### config.mk
export PLATFORM = sky130hd
export DESIGN_NAME = pipe_sub
export DESIGN_NICKNAME = d
export VERILOG_FILES = /design/src/rtl/pipe_sub.sv
export SDC_FILE = /design/constraint.sdc
export NUM_CORES = 1
export LEC_CHECK = 0
export CORE_ASPECT_RATIO = 1.5
export CORE_UTILIZATION = 55
export DETAILED_ROUTE_END_ITERATION = 6
export GPL_ROUTABILITY_DRIVEN = 1
export HOLD_SLACK_MARGIN = 0.1
export PLACE_DENSITY_LB_ADDON = 0.05
export SETUP_SLACK_MARGIN = 0.3
export SLEW_MARGIN = 20
export SYNTH_ARGS = -nofsm -noshare
export SYNTH_HDL_FRONTEND = slang
export SYNTH_SLANG_ARGS = --single-unit
### constraint.sdc
create_clock -name clk -period 2.4 [get_ports clk]
set_clock_uncertainty 0.15 [all_clocks]
set_input_delay 0.48 -clock clk [delete_from_list [all_inputs] [get_ports clk]]
set_output_delay 0.48 -clock clk [all_outputs]
set_load 0.05 [all_outputs]
### src/rtl/pipe_sub.sv
// pipe_sub: valid/ready pipelined subtractor, one WIDTH/STAGES-bit chunk per stage.
// Define PIPE_SUB_SATURATE_EN to clamp diff to the signed limits on overflow.
module pipe_sub #(
    parameter int WIDTH  = 16,
    parameter int STAGES = 4
) (
    input  logic             clk,
    input  logic             rst_n,
    input  logic             in_valid,
    output logic             in_ready,
    input  logic [WIDTH-1:0] a,
    input  logic [WIDTH-1:0] b,
    output logic             out_valid,
    input  logic             out_ready,
    output logic [WIDTH-1:0] diff,
    output logic             borrow,
    output logic             ovf
);
    localparam int C = WIDTH / STAGES;

    logic [STAGES-1:0] r_valid;
    logic [STAGES-1:0] r_br;
    logic [WIDTH-1:0]  r_a [STAGES];
    logic [WIDTH-1:0]  r_b [STAGES];
    logic [WIDTH-1:0]  r_d [STAGES];
    logic              r_as [STAGES];
    logic              r_bs [STAGES];
    logic              r_ovf;

    logic [STAGES-1:0] w_ld;
    logic [STAGES-1:0] w_src_v;
    logic [STAGES-1:0] w_src_br;
    logic [WIDTH-1:0]  w_src_a [STAGES];
    logic [WIDTH-1:0]  w_src_b [STAGES];
    logic [WIDTH-1:0]  w_src_d [STAGES];
    logic [WIDTH-1:0]  w_nd [STAGES];
    logic              w_src_as [STAGES];
    logic              w_src_bs [STAGES];
    logic [C:0]        w_sub [STAGES];
    logic              w_ovf;

    // Operands are shifted right as they travel, so each stage always works on the low chunk.
    always_comb begin
        w_src_v[0]  = in_valid;
        w_src_a[0]  = a;
        w_src_b[0]  = b;
        w_src_as[0] = a[WIDTH-1];
        w_src_bs[0] = b[WIDTH-1];
        w_src_d[0]  = '0;
        w_src_br[0] = 1'b0;
        for (int k = 1; k < STAGES; k++) begin
            w_src_v[k]  = r_valid[k-1];
            w_src_a[k]  = r_a[k-1];
            w_src_b[k]  = r_b[k-1];
            w_src_as[k] = r_as[k-1];
            w_src_bs[k] = r_bs[k-1];
            w_src_d[k]  = r_d[k-1];
            w_src_br[k] = r_br[k-1];
        end
        for (int k = 0; k < STAGES; k++) begin
            w_sub[k] = {1'b0, w_src_a[k][C-1:0]} - {1'b0, w_src_b[k][C-1:0]} - {{C{1'b0}}, w_src_br[k]};
            w_nd[k]  = w_src_d[k];
            w_nd[k][k*C +: C] = w_sub[k][C-1:0];
        end
        w_ovf = (w_src_as[STAGES-1] != w_src_bs[STAGES-1]) && (w_nd[STAGES-1][WIDTH-1] != w_src_as[STAGES-1]);
`ifdef PIPE_SUB_SATURATE_EN
        if (w_ovf)
            w_nd[STAGES-1] = {w_src_as[STAGES-1], {(WIDTH-1){!w_src_as[STAGES-1]}}};
`endif
        w_ld[STAGES-1] = !r_valid[STAGES-1] || out_ready;
        for (int k = STAGES - 2; k >= 0; k--)
            w_ld[k] = !r_valid[k] || w_ld[k+1];
    end

    always_ff @(posedge clk or negedge rst_n) begin
        if (!rst_n) begin
            r_valid <= '0;
            r_br    <= '0;
            r_ovf   <= 1'b0;
            for (int k = 0; k < STAGES; k++) begin
                r_a[k]  <= '0;
                r_b[k]  <= '0;
                r_d[k]  <= '0;
                r_as[k] <= 1'b0;
                r_bs[k] <= 1'b0;
            end
        end else begin
            for (int k = 0; k < STAGES; k++) begin
                if (w_ld[k])
                    r_valid[k] <= w_src_v[k];
                if (w_ld[k] && w_src_v[k]) begin
                    r_a[k]  <= w_src_a[k] >> C;
                    r_b[k]  <= w_src_b[k] >> C;
                    r_as[k] <= w_src_as[k];
                    r_bs[k] <= w_src_bs[k];
                    r_d[k]  <= w_nd[k];
                    r_br[k] <= w_sub[k][C];
                end
            end
            if (w_ld[STAGES-1] && w_src_v[STAGES-1])
                r_ovf <= w_ovf;
        end
    end

    assign in_ready  = w_ld[0];
    assign out_valid = r_valid[STAGES-1];
    assign diff      = r_d[STAGES-1];
    assign borrow    = r_br[STAGES-1];
    assign ovf       = r_ovf;

endmodule

==> results.cfg <==
[synthesis]
ys_warn_count = 0
synth_cells = 340
synthSimpleGateAreaFrac = 0.0421
synth_top_area_frac = 0.541
synthXorXnorAreaFrac = 0.0323
ys_seq_area_frac = 0.541
ys_types = 26
synth-compound-area-share = 0.0368
syn_nets = 405
ys_ff_latch = 97
yosys-top-cells-area = dfrtp_1, mux2_2, ha_1, mux2_1, fa_1
synth_top_family_by_area = multiplexers
avgSynthCellArea_um2 = 13.2
synth_fa_ha_area_frac = 0.0926
synth_area_mm2 = 0.00449
synth.largest_area_cell = dfrtp_1
synth.area.mux_share = 0.186

[power]
p_per_area_mw_per_mm2 = 1180
power_leakage_nw = 2.51
ir_drop_mv = 0.542

[detailed_routing]
vias_per_cell = 5.00
via_count = 2510
ant_nets = 0
drc_errors = 0
wl_per_cell_um = 13.1
drt-initial-drc-count = 110
first_pass_iters = 4
drt-total-wl_mm = 6.60

[place]
place_congestion = 0.739
io_buffers = 55
dpl.hpwl_mm = 4.57

[critical_path]
end_kind = flop
cp_max_fo = 2
cp-start-kind = flop
crit_chain = inv_2 > fa_1 > inv_1 > ha_2 > o21ai_2 > nand3b_1 > xnor3_1 > a22o_1
crit_required_ps = 2470
slowest_delay_ps = 550
ff2ff_setup_slack_ps = 340
cp_slowest_cell = fa_1
critPathKind = flop to flop
cp.arrival_ps = 2130

[clock_tree]
root_buffer = clkbuf_16
insertion_delay_ps = 330
htree_num_levels = 3
path_clk_slew_ps = 60
clk_path_buf_depth = 2
cts_buffers = 9
cts_tree = yes
clock_sinks = 97

[floorplanning]
rows = 40
start_util = 0.564
die_w_um = 75.8
ios = 56
core_area_mm2 = 0.00796
die_h_um = 113
die-area_mm2 = 0.00853

[cells_and_area]
nets = 457
final_cell_mix = dfrtp_1, mux2_2, clkdlybuf4s50_1
fin_util = 0.682
layout_commonest_cell = dfrtp_1
insertedDiodeCount = 0
drive_gt1_frac = 0.237
area_growth_pct = 21.0
fill_cells = 606

[global_routing]
overflow = 0
grt_pass1_wl_mm = 11.4
antenna_found_initial = 0
grt_max_degree = 50
grt_pass1_vias = 2557
track_usage = 0.181

[timing]
fmax_mhz = 486
final.period_utilization = 0.858
max_slew_margin = 0.674
rsz0062_at_grt = true
post-route-min-period_ps = 2060
tns_ps = 0
tightest_slew_ps = 492
finalHoldViolCount = 0
setup_viol = 0
final_max_slew_viol_count = 0

[run_status]
status = complete, no violations

[flow_run]
max_cap_violations = 0

[min_path]
worstHoldPathType = flop to flop
==> per-layer routing <==
metal,routed length (µm),vias up,track usage
met5,0,-,0
met4,131,0,0.0852
met3,181,12,0.0377
met2,3540,44,0.311
met1,2740,1239,0.207
li1,-,1215,-
==> cells in the mapped netlist, drive strengths merged <==
library cell / number
nand4b: 1
o21a: 1
o21ai: 22
nor2: 1
buf: 25
fa: 7
dfrtp: 97
or2: 1
nor2b: 1
a21oi: 4
xnor3: 1
nand3b: 4
mux2: 74
ha: 22
o31ai: 1
xnor2: 12
xor2: 2
nand2b: 6
nand2: 24
clkbuf: 1
inv: 32
a22o: 1
==> flip-flops by register name, indices dropped and copies added (netlist names) <==
name	cells
diff	16
r_br	4
ovf	1
r_bs	3
r_as	3
r_a	21
r_d	24
r_valid	4
r_b	21
==> stage by stage <==
step,setup slack (ps),hold WS (ps),std cells,power (mW),cell area [µm²]
final,342,321,502,6.40,5430
after global routing,246,349,502,6.88,5430
after CTS,155,328,500,6.48,5410
after detailed placement,84.5,299,482,5.15,5110
after global placement,81.2,293,482,5.07,5110
after floorplan,372,34.4,340,4.60,4490
==> worst max-delay path, delay by kind of cell, from the launching register on <==
kind	cells	cell delay, ps
AO/OA/AOI/OAI	2	310
XOR/XNOR	1	200
adder cells (fa/ha/maj)	2	710
buffers and inverters	2	100
flip-flops	1	360
AND/OR/NAND/NOR	1	130
==> path summary, 6_finish.rpt <==
| path | depth (start not counted) | endpoint | start |
|---|---|---|---|
| setup / recovery | 8 | ovf | r_br[2] |
| hold / removal | 2 | diff[14] | diff[14] |
| setup reg to reg | 8 | ovf | r_br[2] |
| hold reg to reg | 2 | diff[14] | diff[14] |
| max in group asynchronous | 3 | r_b[49] | rst_n |
| min in group asynchronous | 2 | ovf | rst_n |
==> layout make-up <==
class,instances,area [µm²],share of cell area
multi-input combinational,185,1780,0.328
sequential,97,2430,0.447
clock inverter,3,15.0,0.00276
tap,105,131,0.0242
clock buffer,13,260,0.0479
inverter,32,120,0.0221
timing repair buffer,67,696,0.128
==> where the power goes <==
group | total (mW) | switching, mW | internal (mW)
Clock | 1.30 | 0.548 | 0.754
Combinational | 2.62 | 1.38 | 1.24
Sequential | 2.47 | 0.286 | 2.19
==> cell families after synthesis <==
kind of cell / count (synthesis)
compound gates: 29
mux: 74
flops: 97
buf+inv: 58
fa+ha+maj: 29
simple gates: 38
xor+xnor: 15
==> timing repair <==
item	4_1_cts	5_1_grt
hold buffers	1	0
buffers inserted	1	2
endpoints found under the setup margin	23	7
endpoints found under the hold margin	30	0
pin swaps	4	3
gates resized for setup	29	6
No activity file was read; power rests on OpenSTA's default activity.
==> patch 1, RTL diff (same flow settings) <==
Put one more register stage on the output `ovf`, with the module's reset. The value now appears one clock later. The other outputs are not delayed to match.
--- a/src/rtl/pipe_sub.sv
+++ b/src/rtl/pipe_sub.sv
@@ -106,7 +106,13 @@
     assign out_valid = r_valid[STAGES-1];
     assign diff      = r_d[STAGES-1];
     assign borrow    = r_br[STAGES-1];
-    assign ovf       = r_ovf;
+    always_ff @(posedge clk or negedge rst_n) begin
+        if (!rst_n) begin
+            ovf <= '0;
+        end else begin
+            ovf <= r_ovf;
+        end
+    end
 
 endmodule
 
Behaviour: not the same (a bounded check fails within 10 cycles, from zero or initial values and one cycle with rst_n low).
==> patch 1 against the original RTL <==
- sequential cell count increased by 1
- power increased by 3.6%
- worst setup slack worse by 0.014 ns
- final area is 1.4% higher
- global-route usage rose by 0.57 points
- area after synthesis is 0.56% higher
- utilization rose by 0.96 points
- critical path depth stayed put
- wire length rose by 4.5%
==> patch 1: results (changes against the original RTL) <==
| Metric | Value |
|---|---|
| Status | `finished clean` |
| Crit path kind | `flop to flop` |
| Comb_multi_in | `185 (unchanged)` |
| Area taken by multi-input logic gates | `0.00179 sq mm (+0.35%)` |
| Non-clock buffer count | `70 (+4.5%)` |
| H-tree Lvls | `3 (unchanged)` |
| Synth top area cells | `dfrtp_1 54%, mux2_2 13%, ha_1 6.1%` |
| Slowest stage cell, crit path | `fa_1` |
| Ys async rst share | `100% (unchanged)` |
| Hold_sp | `r_ovf` |
| Drt wl/cell | `13.6 um (+3.7%)` |
| Part of the Yosys area used for sequential elements | `54.3% (+0.25 points)` |
| Diode count | `0 (unchanged)` |
| CP top delay family | `adder cells` |
| Vias in the first global route | `2676 (+4.7%)` |
| Rel. slew slack | `66.6% (-0.80 points)` |
| Sequential standard cell area | `0.00245 sq mm (+1.0%)` |
| Final net count | `461 (+0.88%)` |
| Syn_nets | `406 (+0.25%)` |
| TritonCTS buffer count | `9 (unchanged)` |
| #FFs+latches synth | `98 (+1.0%)` |
| CP startpoint | `r_b[16]` |
| CP arrival | `2.15 ns (+0.02 ns)` |
| Post-cts gate resize count | `24 (-17%)` |
| Cell variety after synth | `26 (unchanged)` |
| Signal buf overhead | `12.7% (-0.15 points)` |
| First-pass DRT Iterations | `4 (unchanged)` |
| R2r worst-path depth | `8 (unchanged)` |
| Max stage delay on crit path | `0.55 ns (about the same)` |
| Leak pwr | `0.00255 uW (+1.9%)` |
| R2r endpoint | `r_ovf` |
| Non-clock inverters | `32 (unchanged)` |
| Worst reg2reg setup slack | `0.33 ns` |
| Worst skew pair latency | `~0.34 ns` |
| WHS Path Cells | `0 (-2)` |
| Yosys warns | `0 (unchanged)` |
| WHS Endpoint | `ovf` |
| CTS clk-pin slew, worst paths | `0.06 ns (about the same)` |
| Drt initial violations | `118 (+7.3%)` |
| Share of cells above drive strength 1 | `24.4% (+0.76 points)` |
| Pin count of the biggest net entering global routing | `40 (-20%)` |
| Dpl hpwl | `5.00 mm (+9.5%)` |
| Hold WS | `0.230 ns (-0.0909 ns)` |
| Antenna violations before repair | `0 (unchanged)` |
| Switching share of power | `34.5% (-0.15 points)` |
| PortBufs | `55 (unchanged)` |
| Post-CTS Setup Inserts | `0 (-1)` |
| Clock root buffer master | `clkbuf_16` |
| Fillers | `581 (-4.1%)` |
| Crit Path Max Fanout | `2 (unchanged)` |
| Gr usage total | `18.6% (+0.57 points)` |
| Hold Crit Class | `flop to flop` |
| Registers with the most flip-flops | `r_d (24), r_a (21), r_b (21)` |
| Synth top cells by count | `98 x dfrtp_1, 54 x mux2_2, 32 x inv_1, 24 x nand2_1, 22 x ha_1` |
| Final clock-cell share | `5.79% (+0.73 points)` |
| Peak VDD IR | `0.595 mV (+9.8%)` |
| GPL Wtd Cong | `0.759 (+2.7%)` |
| First-pass GRT wire length | `12.2 mm (+7.8%)` |
| Hold-fix buffers, CTS | `1 (unchanged)` |
| Via count | `2555 (+1.8%)` |
## patch 1: cell count changes after synthesis
| cell | change |
|---|---|
| dfrtp_1 | +1 |
## patch 1: power groups by stage
stage | logic, uW | registers, uW | clock network, uW
floorplan | 2120 | 2500 | 0
global route | 2880 | 2590 | 1620
detailed placement | 2650 | 2560 | 0
global placement | 2580 | 2530 | 0
CTS | 2580 | 2520 | 1550
finish | 2600 | 2510 | 1520
## patch 1: logic make-up after synthesis
kind of cell / synth area share (%)
adder cells (fa/ha/maj): 9.20
multiplexers: 18.5
XOR/XNOR: 3.22
buffers and inverters: 6.93
flip-flops: 54.3
AND/OR/NAND/NOR: 4.19
AO/OA/AOI/OAI: 3.66
## patch 1: worst reg2reg max path, delay by kind of cell (launching register included)
kind	cells	cell delay [ns]
AOI/OAI and AO/OA	2	0.31
xor gates and xnor gates	1	0.20
adders and majority gates	2	0.70
buffers and inverters	2	0.09
DFF	1	0.36
and+or+nand+nor	1	0.15
## patch 1: stage by stage
step	setup slack (ns)	power (uW)	cells	instance area, sq um	utilization [%]
6_report	0.328	6630	506	5510	69.2
5_1_grt	0.233	7090	506	5510	69.2
4_1_cts	0.214	6660	504	5460	68.6
3_5_place_dp	0.114	5210	487	5140	64.6
3_3_place_gp	0.138	5110	487	5140	64.6
2_1_floorplan	0.372	4620	341	4510	-
## patch 1: routing by layer
| layer | up-vias | routed length (um) | track usage [%] | share of wire, % |
|---|---|---|---|---|
| met5 | - | 0 | 0 | 0 |
| met4 | 0 | 143 | 8.46 | 2.1 |
| met3 | 10 | 182 | 4.27 | 2.6 |
| met2 | 41 | 3550 | 31.8 | 51 |
| met1 | 1273 | 3020 | 22.6 | 44 |
| li1 | 1231 | - | - | - |
==> patch 2, RTL diff (same flow settings) <==
Made on the original files. Change the parameter `WIDTH` from 16 to 14.
--- a/src/rtl/pipe_sub.sv
+++ b/src/rtl/pipe_sub.sv
@@ -1,7 +1,7 @@
 // pipe_sub: valid/ready pipelined subtractor, one WIDTH/STAGES-bit chunk per stage.
 // Define PIPE_SUB_SATURATE_EN to clamp diff to the signed limits on overflow.
 module pipe_sub #(
-    parameter int WIDTH  = 16,
+    parameter int WIDTH  = 14,
     parameter int STAGES = 4
 ) (
     input  logic             clk,
Ports: changed (resized a, b and diff); port bits go from 56 to 50. The function was not compared with the original's and may differ.
==> patch 2 against the original RTL <==
- wire length is 24% lower
- final area decreased by 20%
- largest power group is now sequential cells
- sequential cell count is 16 lower
- global-route usage is 1.3 points lower
- fmax fell by 12%
- cell count fell by 23%
- area after synthesis down 19%
- utilization is 1.2 points higher
- worst setup slack lost 0.27 ns
- non-clock buffer count down 15
- power shrank 23%
==> patch 2: results (changes against the original RTL) <==
| Metric | Value |
|---|---|
| Vias in the first global route | `1939 (-24%)` |
| Mux share of post-synthesis cell area | `19.8% (+1.3 points)` |
| Fillers | `469 (-23%)` |
| Drt initial violations | `62 (-44%)` |
| Cells after synthesis | `265 (-22%)` |
| XOR/XNOR Fraction of Synth Area | `2.17% (-1.1 points)` |
| Synth Area in Compound Gates | `2.93% (-0.75 points)` |
| Final net count | `360 (-21%)` |
| GPL Wtd Cong | `0.695 (-5.9%)` |
| # placed instances | `369 (-23%)` |
| Part of the Yosys area used for sequential elements | `55.8% (+1.7 points)` |
| Vias per inst | `5.04 (+0.83%)` |
| Clock root buffer master | `clkbuf_8` |
| Final wirelength | `5.02 mm (-24%)` |
| Non-Filler Instances | `387 (-23%)` |
| Pin count of the biggest net entering global routing | `47 (-6.0%)` |
| CTS clk-pin slew, worst paths | `0.08 ns (+0.02 ns)` |
| NetSw | `1670 uW (-25%)` |
| Leak pwr | `0.00199 uW (-21%)` |
| Die X | `68.3 um (-9.8%)` |
| Dpl hpwl | `3.50 mm (-23%)` |
| Status | `finished clean` |
| Adder-Cell Fraction of Synth Area | `8.34% (-0.92 points)` |
| Gr usage total | `16.7% (-1.3 points)` |
| Cell variety after synth | `23 (-12%)` |
[patch 2: final timing paths]
check,to,cells past startpoint,from,slack [ns]
setup reg to reg,r_d[32],7,r_b[42],0.07
min in group asynchronous,r_b[15],2,rst_n,0.47
max in group asynchronous,r_d[18],3,rst_n,1.04
setup / recovery,r_d[32],7,r_b[42],0.07
hold / removal,r_br[3],2,r_br[3],0.33
hold reg to reg,r_br[3],2,r_br[3],0.33
[patch 2: cell families (layout without fill, tap and decap cells)]
kind of cell             count (synthesis)  after routing
buffers and inverters                   43             90
other                                    1              2
AO/OA/AOI/OAI                           18             18
adder cells (fa/ha/maj)                 20             20
AND/OR/NAND/NOR                         29             29
flip-flops                              81             81
multiplexers                            64             64
XOR/XNOR                                 9              9
[patch 2: routing by layer]
layer / track usage (%) / up-vias / share of wire, %
met2: 27.5 / 38 / 51
li1: - / 958 / -
met3: 4.73 / 8 / 3.4
met1: 18.8 / 947 / 44
met4: 10.1 / 0 / 2.0
met5: 0 / - / 0
[patch 2: final cells by class]
| class | count | area, sq um | share of cell area [%] |
|---|---|---|---|
| timing repair buffer | 52 | 538 | 12.4 |
| sequential | 81 | 2030 | 46.6 |
| inverter | 22 | 82.6 | 1.90 |
| multi-input combinational | 142 | 1390 | 31.9 |
| clock buffer | 11 | 141 | 3.25 |
| clock inverter | 5 | 78.8 | 1.81 |
| tap | 74 | 92.6 | 2.13 |
[patch 2: through the flow]
step | instance area, sq um | setup WS [ns]
floorplan | 3640 | 0.147
global placement | 4110 | 0.0889
detailed placement | 4110 | 0.0652
CTS | 4350 | 0.0573
global route | 4350 | 0.00000200
finish | 4350 | 0.0713
[patch 2: timing repair]
| item | 4_1_cts | 5_1_grt |
|---|---|---|
| setup endpoints to repair | 18 | 2 |
| gates resized for setup | 22 | 0 |
| hold buffers | 1 | 0 |
| buffers inserted | 1 | 0 |
| hold endpoints to repair | 35 | 0 |
| pin swaps | 1 | 1 |
[patch 2: tightest hold or removal path, delay by kind of cell (launching register included)]
kind / cells / cell delay [ns]
DFF: 1 / 0.34
AOI/OAI and AO/OA: 1 / 0.05
and+or+nand+nor: 1 / 0.04
[patch 2: power groups by stage]
stage / combinational [uW] / sequential (uW) / clock, uW
floorplan: 1480 / 2070 / 0
global placement: 1810 / 2080 / 0
detailed placement: 1860 / 2100 / 0
CTS: 1800 / 2070 / 1110
global route: 1950 / 2120 / 1160
finish: 1770 / 2060 / 1080
